<file path="src/rtl/rom_fetch_pkg.sv">
// rom_fetch_pkg: shared state encoding and reader indices for the ROM fetch scheduler
package rom_fetch_pkg;
   typedef enum logic [1:0] {IDLE, WAIT, DRAIN} state_e;
   localparam logic [1:0] RD_MAIN = 2'd0;
   localparam logic [1:0] RD_SUB  = 2'd1;
   localparam logic [1:0] RD_WAV  = 2'd2;
   function automatic logic [1:0] rr_next(input logic [1:0] i);
      return (i == RD_WAV) ? RD_MAIN : i + 2'd1;
   endfunction
endpackage

</file>
<file path="src/rtl/rom_word_cache.sv">
// rom_word_cache: one tagged 16-bit word per reader with hit compare
module rom_word_cache #(
   parameter int AW = 23
) (
   input  logic          clk_sys,
   input  logic          reset_n,
   input  logic          clr,
   input  logic          ld,
   input  logic [AW-1:0] ld_tag,
   input  logic [15:0]   ld_data,
   input  logic [AW-1:0] addr,
   output logic [15:0]   q,
   output logic          ok
);
   logic [AW-1:0] tag_q, tag_d;
   logic [15:0]   word_q, word_d;
   logic          valid_q, valid_d;
   always_comb begin
      valid_d = clr ? 1'b0 : (ld | valid_q);
      tag_d   = ld ? ld_tag : tag_q;
      word_d  = ld ? ld_data : word_q;
   end
   always_ff @(posedge clk_sys) begin
      if (!reset_n) begin
         tag_q   <= '0;
         word_q  <= '0;
         valid_q <= 1'b0;
      end else begin
         tag_q   <= tag_d;
         word_q  <= word_d;
         valid_q <= valid_d;
      end
   end
   assign q  = word_q;
   assign ok = valid_q & (tag_q == addr);
endmodule

</file>
<file path="src/rtl/rom_fetch_sched.sv">
// rom_fetch_sched: shares one toggle-handshake SDRAM port between ROM download writes and three cached ROM readers
module rom_fetch_sched
   import rom_fetch_pkg::*;
#(
   parameter int            AW       = 23,
   parameter logic [AW-1:0] SUB_BASE = AW'(23'h7000),
   parameter logic [AW-1:0] WAV_BASE = AW'(23'h8000)
) (
   input  logic          clk_sys,
   input  logic          reset_n,
   input  logic          dl_active,
   input  logic          dl_wr,
   input  logic [23:0]   dl_addr,
   input  logic [7:0]    dl_data,
   input  logic [AW-1:0] rd_addr0,
   input  logic [AW-1:0] rd_addr1,
   input  logic [AW-1:0] rd_addr2,
   output logic [15:0]   rd_q0,
   output logic [15:0]   rd_q1,
   output logic [15:0]   rd_q2,
   output logic          rd_ok0,
   output logic          rd_ok1,
   output logic          rd_ok2,
   output logic          mem_req,
   input  logic          mem_ack,
   output logic          mem_we,
   output logic [AW-1:0] mem_a,
   output logic [1:0]    mem_ds,
   output logic [15:0]   mem_d,
   input  logic [15:0]   mem_q
);
   state_e        state_q, state_d;
   logic          req_q, req_d, we_q, we_d;
   logic [AW-1:0] a_q, a_d;
   logic [1:0]    ds_q, ds_d, sel_q, sel_d, last_q, last_d;
   logic [15:0]   d_q, d_d;
   logic          pend_q, pend_d, ovr_q, ovr_d, dl_wr_q, dl_act_q;
   logic [23:0]   pend_a_q, pend_a_d;
   logic [7:0]    pend_dat_q, pend_dat_d;
   logic [AW-1:0] full_addr [3];
   logic [15:0]   word [3];
   logic [2:0]    ok, pendr;
   logic [1:0]    c0, c1, c2, pick;
   logic          dl_rise, act_rise, done, issue_wr, ld_word;
   assign full_addr[RD_MAIN] = rd_addr0;
   assign full_addr[RD_SUB]  = rd_addr1 + SUB_BASE;
   assign full_addr[RD_WAV]  = rd_addr2 + WAV_BASE;
   always_comb begin
      dl_rise    = dl_wr & ~dl_wr_q;
      act_rise   = dl_active & ~dl_act_q;
      done       = (mem_ack == req_q);
      pendr      = ~ok & {3{~dl_active}};
      c0         = rr_next(last_q);
      c1         = rr_next(c0);
      c2         = rr_next(c1);
      pick       = pendr[c0] ? c0 : pendr[c1] ? c1 : c2;
      issue_wr   = (state_q == IDLE) & pend_q;
      ld_word    = (state_q == WAIT) & done & ~we_q;
      // a fresh strobe always wins the slot; losing an unissued byte is flagged
      pend_d     = dl_rise | (pend_q & ~issue_wr);
      pend_a_d   = dl_rise ? dl_addr : pend_a_q;
      pend_dat_d = dl_rise ? dl_data : pend_dat_q;
      ovr_d      = ovr_q | (dl_rise & pend_q & ~issue_wr);
      state_d    = state_q;
      req_d      = req_q;
      we_d       = we_q;
      a_d        = a_q;
      ds_d       = ds_q;
      d_d        = d_q;
      sel_d      = sel_q;
      last_d     = last_q;
      case (state_q)
         IDLE: begin
            if (pend_q) begin
               we_d    = 1'b1;
               a_d     = pend_a_q[AW:1];
               ds_d    = {pend_a_q[0], ~pend_a_q[0]};
               d_d     = {pend_dat_q, pend_dat_q};
               req_d   = ~req_q;
               state_d = WAIT;
            end else if (|pendr) begin
               we_d    = 1'b0;
               a_d     = full_addr[pick];
               ds_d    = 2'b11;
               sel_d   = pick;
               last_d  = pick;
               req_d   = ~req_q;
               state_d = WAIT;
            end
         end
         WAIT:    state_d = done ? IDLE : WAIT;
         DRAIN:   state_d = done ? IDLE : DRAIN;
         default: state_d = IDLE;
      endcase
   end
   // toggle parity must survive reset so the SDRAM side stays in step
   always_ff @(posedge clk_sys) begin
      if (reset_n) req_q <= req_d;
   end
   always_ff @(posedge clk_sys) begin
      if (!reset_n) begin
         state_q    <= (mem_ack != req_q) ? DRAIN : IDLE;
         we_q       <= 1'b0;
         a_q        <= '0;
         ds_q       <= '0;
         d_q        <= '0;
         sel_q      <= RD_MAIN;
         last_q     <= RD_WAV;
         pend_q     <= 1'b0;
         pend_a_q   <= '0;
         pend_dat_q <= '0;
         ovr_q      <= 1'b0;
         dl_wr_q    <= 1'b0;
         dl_act_q   <= 1'b0;
      end else begin
         state_q    <= state_d;
         we_q       <= we_d;
         a_q        <= a_d;
         ds_q       <= ds_d;
         d_q        <= d_d;
         sel_q      <= sel_d;
         last_q     <= last_d;
         pend_q     <= pend_d;
         pend_a_q   <= pend_a_d;
         pend_dat_q <= pend_dat_d;
         ovr_q      <= ovr_d;
         dl_wr_q    <= dl_wr;
         dl_act_q   <= dl_active;
      end
   end
   for (genvar i = 0; i < 3; i++) begin : g_cache
      rom_word_cache #(.AW(AW)) u_cache (
         .clk_sys (clk_sys),
         .reset_n (reset_n),
         .clr     (act_rise),
         .ld      (ld_word && (sel_q == 2'(i))),
         .ld_tag  (a_q),
         .ld_data (mem_q),
         .addr    (full_addr[i]),
         .q       (word[i]),
         .ok      (ok[i])
      );
   end
   assign rd_q0   = word[RD_MAIN];
   assign rd_q1   = word[RD_SUB];
   assign rd_q2   = word[RD_WAV];
   assign rd_ok0  = ok[RD_MAIN];
   assign rd_ok1  = ok[RD_SUB];
   assign rd_ok2  = ok[RD_WAV];
   assign mem_req = req_q;
   assign mem_we  = we_q;
   assign mem_a   = a_q;
   assign mem_ds  = ds_q;
   assign mem_d   = d_q;
endmodule

</file>
<file path="config.mk">
export PLATFORM = sky130hd
export DESIGN_NAME = rom_fetch_sched
export DESIGN_NICKNAME = d
export VERILOG_FILES = /design/src/rtl/rom_fetch_pkg.sv /design/src/rtl/rom_word_cache.sv /design/src/rtl/rom_fetch_sched.sv
export SDC_FILE = /design/constraint.sdc
export NUM_CORES = 1
export LEC_CHECK = 0
export BUFFER_PORTS_ARGS = -buffer_cell sky130_fd_sc_hd__buf_4
export CAP_MARGIN = 40
export CELL_PAD_IN_SITES_DETAIL_PLACEMENT = 0
export CELL_PAD_IN_SITES_GLOBAL_PLACEMENT = 2
export CORE_ASPECT_RATIO = 1.25
export CORE_UTILIZATION = 32
export DETAILED_ROUTE_END_ITERATION = 8
export MAX_ROUTING_LAYER = met4
export PLACE_DENSITY = 0.78
export SYNTH_ARGS = -nofsm -noshare
export SYNTH_HDL_FRONTEND = slang
export SYNTH_SLANG_ARGS = --single-unit
</file>
<file path="constraint.sdc">
create_clock -name clk_sys -period 3.2 [get_ports clk_sys]
set_input_delay 0 -clock clk_sys [delete_from_list [all_inputs] [get_ports clk_sys]]
set_output_delay 0 -clock clk_sys [all_outputs]
set_load 0.05 [all_outputs]
</file>
After elaboration in Yosys (flattened, before gate mapping)
Index checks and enable logic that the tools add are counted.
{"block": "word_totals", "output_inout_bits": 94, "ff_bits": 204, "word_cells": 107, "input_bits": 122}
{"block": "op_classes", "reduce_logical": 12, "n_addsub": 5, "n_bitwise": 25, "n_eq_ne": 13, "n_lt_le_gt_ge": 3, "n_mux": 27}
{"op": "2-to-1 mux 23 bit", "n": 4}
{"op": "== test 23 bit", "n": 3}
{"op": "binary-select mux 23 bit (select 2 bit)", "n": 1}
{"op": "2-to-1 mux 2 bit", "n": 12}
{"op": "adder 23 x 15 -> 23 bit (second input constant)", "n": 1}
{"op": "adder 23 x 16 -> 23 bit (second input constant)", "n": 1}
{"op": "== test 2 bit (second input constant)", "n": 5}
{"op": "bitwise AND 1 bit", "n": 9}
{"op": "inverter 1 bit", "n": 9}
{"op": "2-to-1 mux 1 bit", "n": 7}
{"op": "adder 2 x 1 -> 2 bit (second input constant)", "n": 3}
{"op": "less-than comparator 2 x 3 -> 1 bit (second input constant)", "n": 2}
{"op": "case mux 2 bit (3 select lines)", "n": 1}
{"op": "AND reduction 3 bit", "n": 2}
{"op": "binary-select mux 1 bit (select 2 bit)", "n": 2}
{"op": "== test 2 x 1 -> 1 bit (second input constant)", "n": 2}
{"op": "logical NOT 2 bit", "n": 2}
{"op": "inequality test 4 x 3 -> 1 bit (second input constant)", "n": 1}
{"op": "bitwise OR 1 bit", "n": 4}
{"op": "AND reduction 2 bit", "n": 2}
{"op": "bitwise AND 3 bit", "n": 1}
{"op": ">= comparator 3 bit (second input constant)", "n": 1}
{"op": "logical AND 1 bit", "n": 3}
{"op": "inverter 2 -> 3 bit", "n": 1}
{"op": "other kinds (6)", "n": 6}

Logic depth before layout (Yosys ltp)
{"block": "depth", "word_depth": 15, "depth_mapped": 14, "mapped_depth_nobuf": 11}

By module
A second synthesis with hierarchy kept.
{"block": "unflattened", "hier_cells": 969, "area_unflattened_um2": 9071.2}
{"mod": "rom_word_cache", "area_per_inst_um2": 1751.7, "cells_per_inst": 160, "seq_area_each_um2": 800.8, "instances": 3}
{"mod": "rom_fetch_sched", "area_per_inst_um2": 3816.2, "cells_per_inst": 489, "seq_area_each_um2": 1531.5, "instances": 1}

Least setup slack after synthesis
OpenSTA, ideal clock, no wires.
{"block": "synth_path", "path_kind": "reg-to-reg", "start": "reg g_cache[0].u_cache.tag_q[14]", "end": "reg a_q[0] (netlist: mem_a[0])", "path_buffers": 2, "synth_period_minus_slack_ns": 3.326, "arrival_ns": 3.207, "required_ns": 3.081, "setup_slack_ns": -0.126, "setup_ns": 0.119, "path_stages_with_launch": 12, "cell_sequence": "dfxtp_1 > xor2_1 > nor4_1 > nand4_1 > nor3_1 > a31oi_1 > a21oi_4 > or2_1 > buf_2 > buf_6 > mux2i_1 > a21oi_1"}
{"block": "synth_via", "elab_chain_cells": 14, "elab_cells_between_ends": 19, "classes_between": "eq/ne: 1; mux: 11; bitwise: 4; reduce/logical: 3"}
{"element": "start, declared", "line_no": "rom_word_cache.sv:15", "rtl": "logic [AW-1:0] tag_q, tag_d;"}
{"element": "start signal, assigned", "line_no": "rom_word_cache.sv:29", "rtl": "tag_q <= tag_d;"}
{"element": "== test 23 bit (*)", "line_no": "rom_word_cache.sv:35", "rtl": "assign ok = valid_q & (tag_q == addr);"}
{"element": "bitwise AND 1 bit (*)", "line_no": "rom_word_cache.sv:35"}
{"element": "net rd_ok0", "line_no": "rom_fetch_sched.sv:21", "rtl": "output logic rd_ok0,"}
{"element": "inverter 3 bit (*)", "line_no": "rom_fetch_sched.sv:52", "rtl": "pendr = ~ok & {3{~dl_active}};"}
{"element": "bitwise AND 3 bit (*)", "line_no": "rom_fetch_sched.sv:52"}
{"element": "binary-select mux 1 bit (select 2 bit)", "line_no": "rom_fetch_sched.sv:56", "rtl": "pick = pendr[c0] ? c0 : pendr[c1] ? c1 : c2;"}
{"element": "2-to-1 mux 1 bit (implied by the code)", "line_no": "rom_fetch_sched.sv:56"}
{"element": "2-to-1 mux 2 bit (2 in series)", "line_no": "rom_fetch_sched.sv:56"}
{"element": "inverter 2 -> 3 bit (implied by the code)", "line_no": "rom_fetch_sched.sv:83", "rtl": "a_d = full_addr[pick];"}
{"element": "binary-select mux 23 bit (select 2 bit)", "line_no": "rom_fetch_sched.sv:83"}
{"element": "2-to-1 mux 23 bit (implied by the code) (2 in series)", "line_no": "rom_fetch_sched.sv:83"}
{"element": "2-to-1 mux 23 bit", "line_no": "rom_fetch_sched.sv:81", "rtl": "end else if (|pendr) begin"}
{"element": "2-to-1 mux 23 bit", "line_no": "rom_fetch_sched.sv:74", "rtl": "if (pend_q) begin"}
{"element": "end signal, assigned", "line_no": "rom_fetch_sched.sv:104", "rtl": "a_q <= '0;"}
{"element": "end signal, assigned", "line_no": "rom_fetch_sched.sv:118", "rtl": "a_q <= a_d;"}
{"element": "end, declared", "line_no": "rom_fetch_sched.sv:34", "rtl": "logic [AW-1:0] a_q, a_d;"}
The timed path passes the listed nets; every way through them passes the cells marked *. The select of a mux whose other input is x is not followed.
A chain may end at the register's enable or synchronous reset.

Worst setup path after layout
{"block": "layout_path", "start": "in rd_addr2[15]", "end": "reg a_q[18] (netlist: mem_a[18])"}
{"block": "layout_via", "elab_chain_cells": 15, "elab_cells_between_ends": 20, "classes_between": "add/sub: 1; eq/ne: 1; mux: 11; bitwise: 4; reduce/logical: 3"}
{"element": "start, declared", "line_no": "rom_fetch_sched.sv:17", "rtl": "input logic [AW-1:0] rd_addr2,"}
{"element": "adder 23 x 16 -> 23 bit (*)", "line_no": "rom_fetch_sched.sv:47", "rtl": "assign full_addr[RD_WAV] = rd_addr2 + WAV_BASE;"}
{"element": "== test 23 bit", "line_no": "rom_word_cache.sv:35"}
{"element": "bitwise AND 1 bit", "line_no": "rom_word_cache.sv:35"}
{"element": "inverter 3 bit", "line_no": "rom_fetch_sched.sv:52"}
{"element": "bitwise AND 3 bit", "line_no": "rom_fetch_sched.sv:52"}
{"element": "binary-select mux 1 bit (select 2 bit)", "line_no": "rom_fetch_sched.sv:56"}
{"element": "2-to-1 mux 1 bit (implied by the code)", "line_no": "rom_fetch_sched.sv:56"}
{"element": "2-to-1 mux 2 bit (2 in series)", "line_no": "rom_fetch_sched.sv:56"}
{"element": "inverter 2 -> 3 bit (implied by the code)", "line_no": "rom_fetch_sched.sv:83"}
{"element": "binary-select mux 23 bit (select 2 bit)", "line_no": "rom_fetch_sched.sv:83"}
{"element": "2-to-1 mux 23 bit (implied by the code) (2 in series)", "line_no": "rom_fetch_sched.sv:83"}
{"element": "2-to-1 mux 23 bit", "line_no": "rom_fetch_sched.sv:81"}
{"element": "2-to-1 mux 23 bit", "line_no": "rom_fetch_sched.sv:74"}
Every way passes the cells marked *; elsewhere a longest branch is shown, timed or not. The select of a mux whose other input is x is not followed.

==> metrics.md <==
| Metric | Value |
|---|---|
| Post-DR vias/cell | 4.90 |
| Vias in the first global route | 8,742 |
| Wirelength per Cell | 18.6 um |
| Largest net degree at the start of global routing | 68 |
| Tcrit/Tclk final | 93.4% |
| Root buf cell | clkbuf_16 |
| Yosys Warn Count | 0 |
| FMAX | 0.335 GHz |
| Worst skew pair latency | 0.45 ns |
| Avg Cell Area, Syn | 8.29 um2 |
| CP Capture Type | flip-flop |
| Status | finished, final reports clean |
| Commonest non-fill, non-tap cell in the layout | nand2_1 |
| Final Cell Area | 13,300 um2 |
| Crit Path Max Fanout | 13 |
| Slew Limit Headroom | 44.3% |
| Area grow syn2layout | 36.5% |
| Post-synth cell types | 78 |
| CTS tree | done |
| # rows | 71 |
| Least-Margin Pin Slew | 0.826 ns |
| Vias post-DR | 9,107 |
| Post-route DRC | 0 |
| #FFs+latches synth | 195 |
| Total track usage | 22.9% |
| First-pass GRT wire length | 51.7 mm |
| Routed WL | 34.5 mm |
| Netlist Area Pre-Place | 9720 um2 |
| Number of synthesized flops with an enable pin | 3 |
| Min Tclk post-route | 2.99 ns |
| Initial DRC Count | 476 |
| Antenna Cells | 0 |
| Clock Sinks | 195 |
| Total CTS buffers | 17 |
| Synth async-reset ratio | 0% |
| CP arrival | 3.36 ns |
| Hold Path Class | input port to flip-flop |
| Post-Layout Cell Count | 1,859 |
| Max-slew violations | 0 |
| Post-DP HPWL | 25.2 mm |
| Unrepaired setup endpoints after global routing | no |
| Layout cells sized above 1 | 22.0% |
| Setup Skew | 0.00996 ns |
| CP required | 3.57 ns |
| Pre-antenna DRT Iters | 5 |
| Setup crit start kind | input port |
| Die ar. | 31,100 um2 |
| Placed Cells | 1,730 |
| Ys flop type | dfxtp_1 |
| Setup tns final | 0 ns |
| Chip width | 158 um |
| Endpoints failing setup | 0 |
| PD cells | 469 nW/um2 |
| Starting Density | 32.4% |
| Core ar. | 30,000 um2 |
| Share of the synthesized area in the top cell type | 39.5% |
| H-tree depth | 4 |
| Yosys top cell by area | dfxtp_1 |
| Die Y-Extent | 197 um |
| VDD IR max | 0.231 mV |
| WS Path Type | input port to flip-flop |
| Hold Fails Final Rpt | 0 |
| Synthesized instance count | 1,173 |
| Syn_nets | 1,297 |
| Worst-path clk slew | 0.07 ns |
| CTS max path bufs | 2 |
| Maxcap violations | 0 |
| Initial antenna violation count | 0 |
| Leak | 5.06 nW |
| Total I/O pin count | 216 |
| PortBufs | 215 |
| Total global routing overflow | 0 |
| DRT antenna net count | 0 |
| Setup bufs post-CTS | 0 |
| Sequential area share after synthesis | 40.5% |
| Final nets | 1,569 |
| DP Area | 11,700 um2 |
| Synth area leaders | dfxtp_1 (40%), nand2_1 (13%), a21boi_0 (12%) |
| Placer Congestion | 0.906 |
| Most frequent cells in the layout | nand2_1 (343), buf_4 (242), dfxtp_1 (192) |
==> worst max-delay path, stage by stage <==
cell and delay [ns]:
dlygate4sd3_1 0.55, buf_4 0.17, ha_1 0.36, xnor2_1 0.22, nand4_1 0.12, nor4_1 0.36
nand4_1 0.21, or4_1 0.52, o31ai_2 0.09, buf_4 0.22, nor3_1 0.06, a311o_1 0.32
a31oi_1 0.15
==> synth_stat cells (7+ instances only) <==
master,count
nand2_1,343
dfxtp_1,192
a21boi_0,159
clkbuf_1,60
xor2_1,39
xnor2_1,36
o21ai_0,29
a21oi_1,23
nor2_1,21
nor4_1,21
nand4_1,17
o221a_2,16
mux2i_1,15
inv_1,14
nor2b_1,13
a31oi_1,11
buf_2,11
o211ai_1,11
buf_4,10
nand3_1,10
nor3_1,10
o21ai_1,7
==> power by group <==
group | total [mW] | internal, mW | switching [mW]
combinational | 1.30 | 0.523 | 0.779
sequential | 2.71 | 2.55 | 0.158
clock | 2.21 | 1.20 | 1.01
total | 6.22 | 4.28 | 1.94
==> routing by layer <==
metal / up-vias / part of all wire (%) / GRT usage [%]
met3: 54 / 4.5 / 3.06
met2: 261 / 48 / 36.5
met4: 0 / 2.8 / 8.74
li1: 4553 / - / -
met5: - / 0 / -
met1: 4239 / 44 / 29.3
==> flip-flops by register name (all words and copies together) (netlist names), 3 cells and up <==
signal / flops
g_cache.u_cache.tag_q: 69
mem_d: 8
pend_dat_q: 8
pend_a_q: 24
g_cache.u_cache.q: 48
g_cache.u_cache.valid_q: 3
mem_a: 23
==> stage by stage <==
stage                     setup slack, ns  hold slack (ns)  power (mW)  util, %
final                               0.212           0.0194        6.22     44.2
after global routing               0.0252           0.0560        6.46     44.2
after floorplan                     0.448            0.122        3.43        -
after global placement              0.231            0.227        3.96     38.9
after detailed placement            0.185            0.231        3.97     39.0
after CTS                           0.135          0.00268        6.27     44.2
==> final cells by class <==
| type | instances | area [um2] |
|---|---|---|
| Multi-Input combinational cell | 874 | 5330 |
| Tap cell | 401 | 502 |
| Clock buffer | 21 | 462 |
| Timing Repair Buffer | 342 | 2860 |
| Sequential cell | 195 | 3930 |
| Clock inverter | 11 | 126 |
| Fill cell | 3072 | 16800 |
| Inverter | 15 | 56.3 |
==> timing repair <==
| item | CTS | global route |
|---|---|---|
| hold buffers | 97 | 0 |
| hold endpoints to repair | 102 | 0 |
| resized for setup | 0 | 1 |
| endpoints found under the setup margin | 0 | 9 |
==> final timing paths <==
check	slack, ns	cells after the start	start	end
worst max-delay path	0.21	13	rd_addr2[15]	mem_a[18]
worst min-delay path	0.02	4	rd_addr0[13]	mem_a[13]
worst max register to register	0.29	10	g_cache[1].u_cache.tag_q[5]	mem_a[7]
worst min register to register	0.46	2	g_cache[0].u_cache.q[10]	g_cache[0].u_cache.q[10]
==> kinds of logic (layout without fill, tap and decap cells) <==
| family | Yosys count | count (layout) | synth area share (%) |
|---|---|---|---|
| xor gates and xnor gates | 77 | 77 | 7.22 |
| buffers and inverters | 104 | 389 | 5.02 |
| DFF | 195 | 195 | 40.5 |
| AOI/OAI and AO/OA | 294 | 294 | 22.7 |
| muxes | 16 | 16 | 1.70 |
| adders and majority gates | 2 | 2 | 0.257 |
| and+or+nand+nor | 485 | 485 | 22.6 |
No activity file was read; power rests on OpenSTA's default activity.
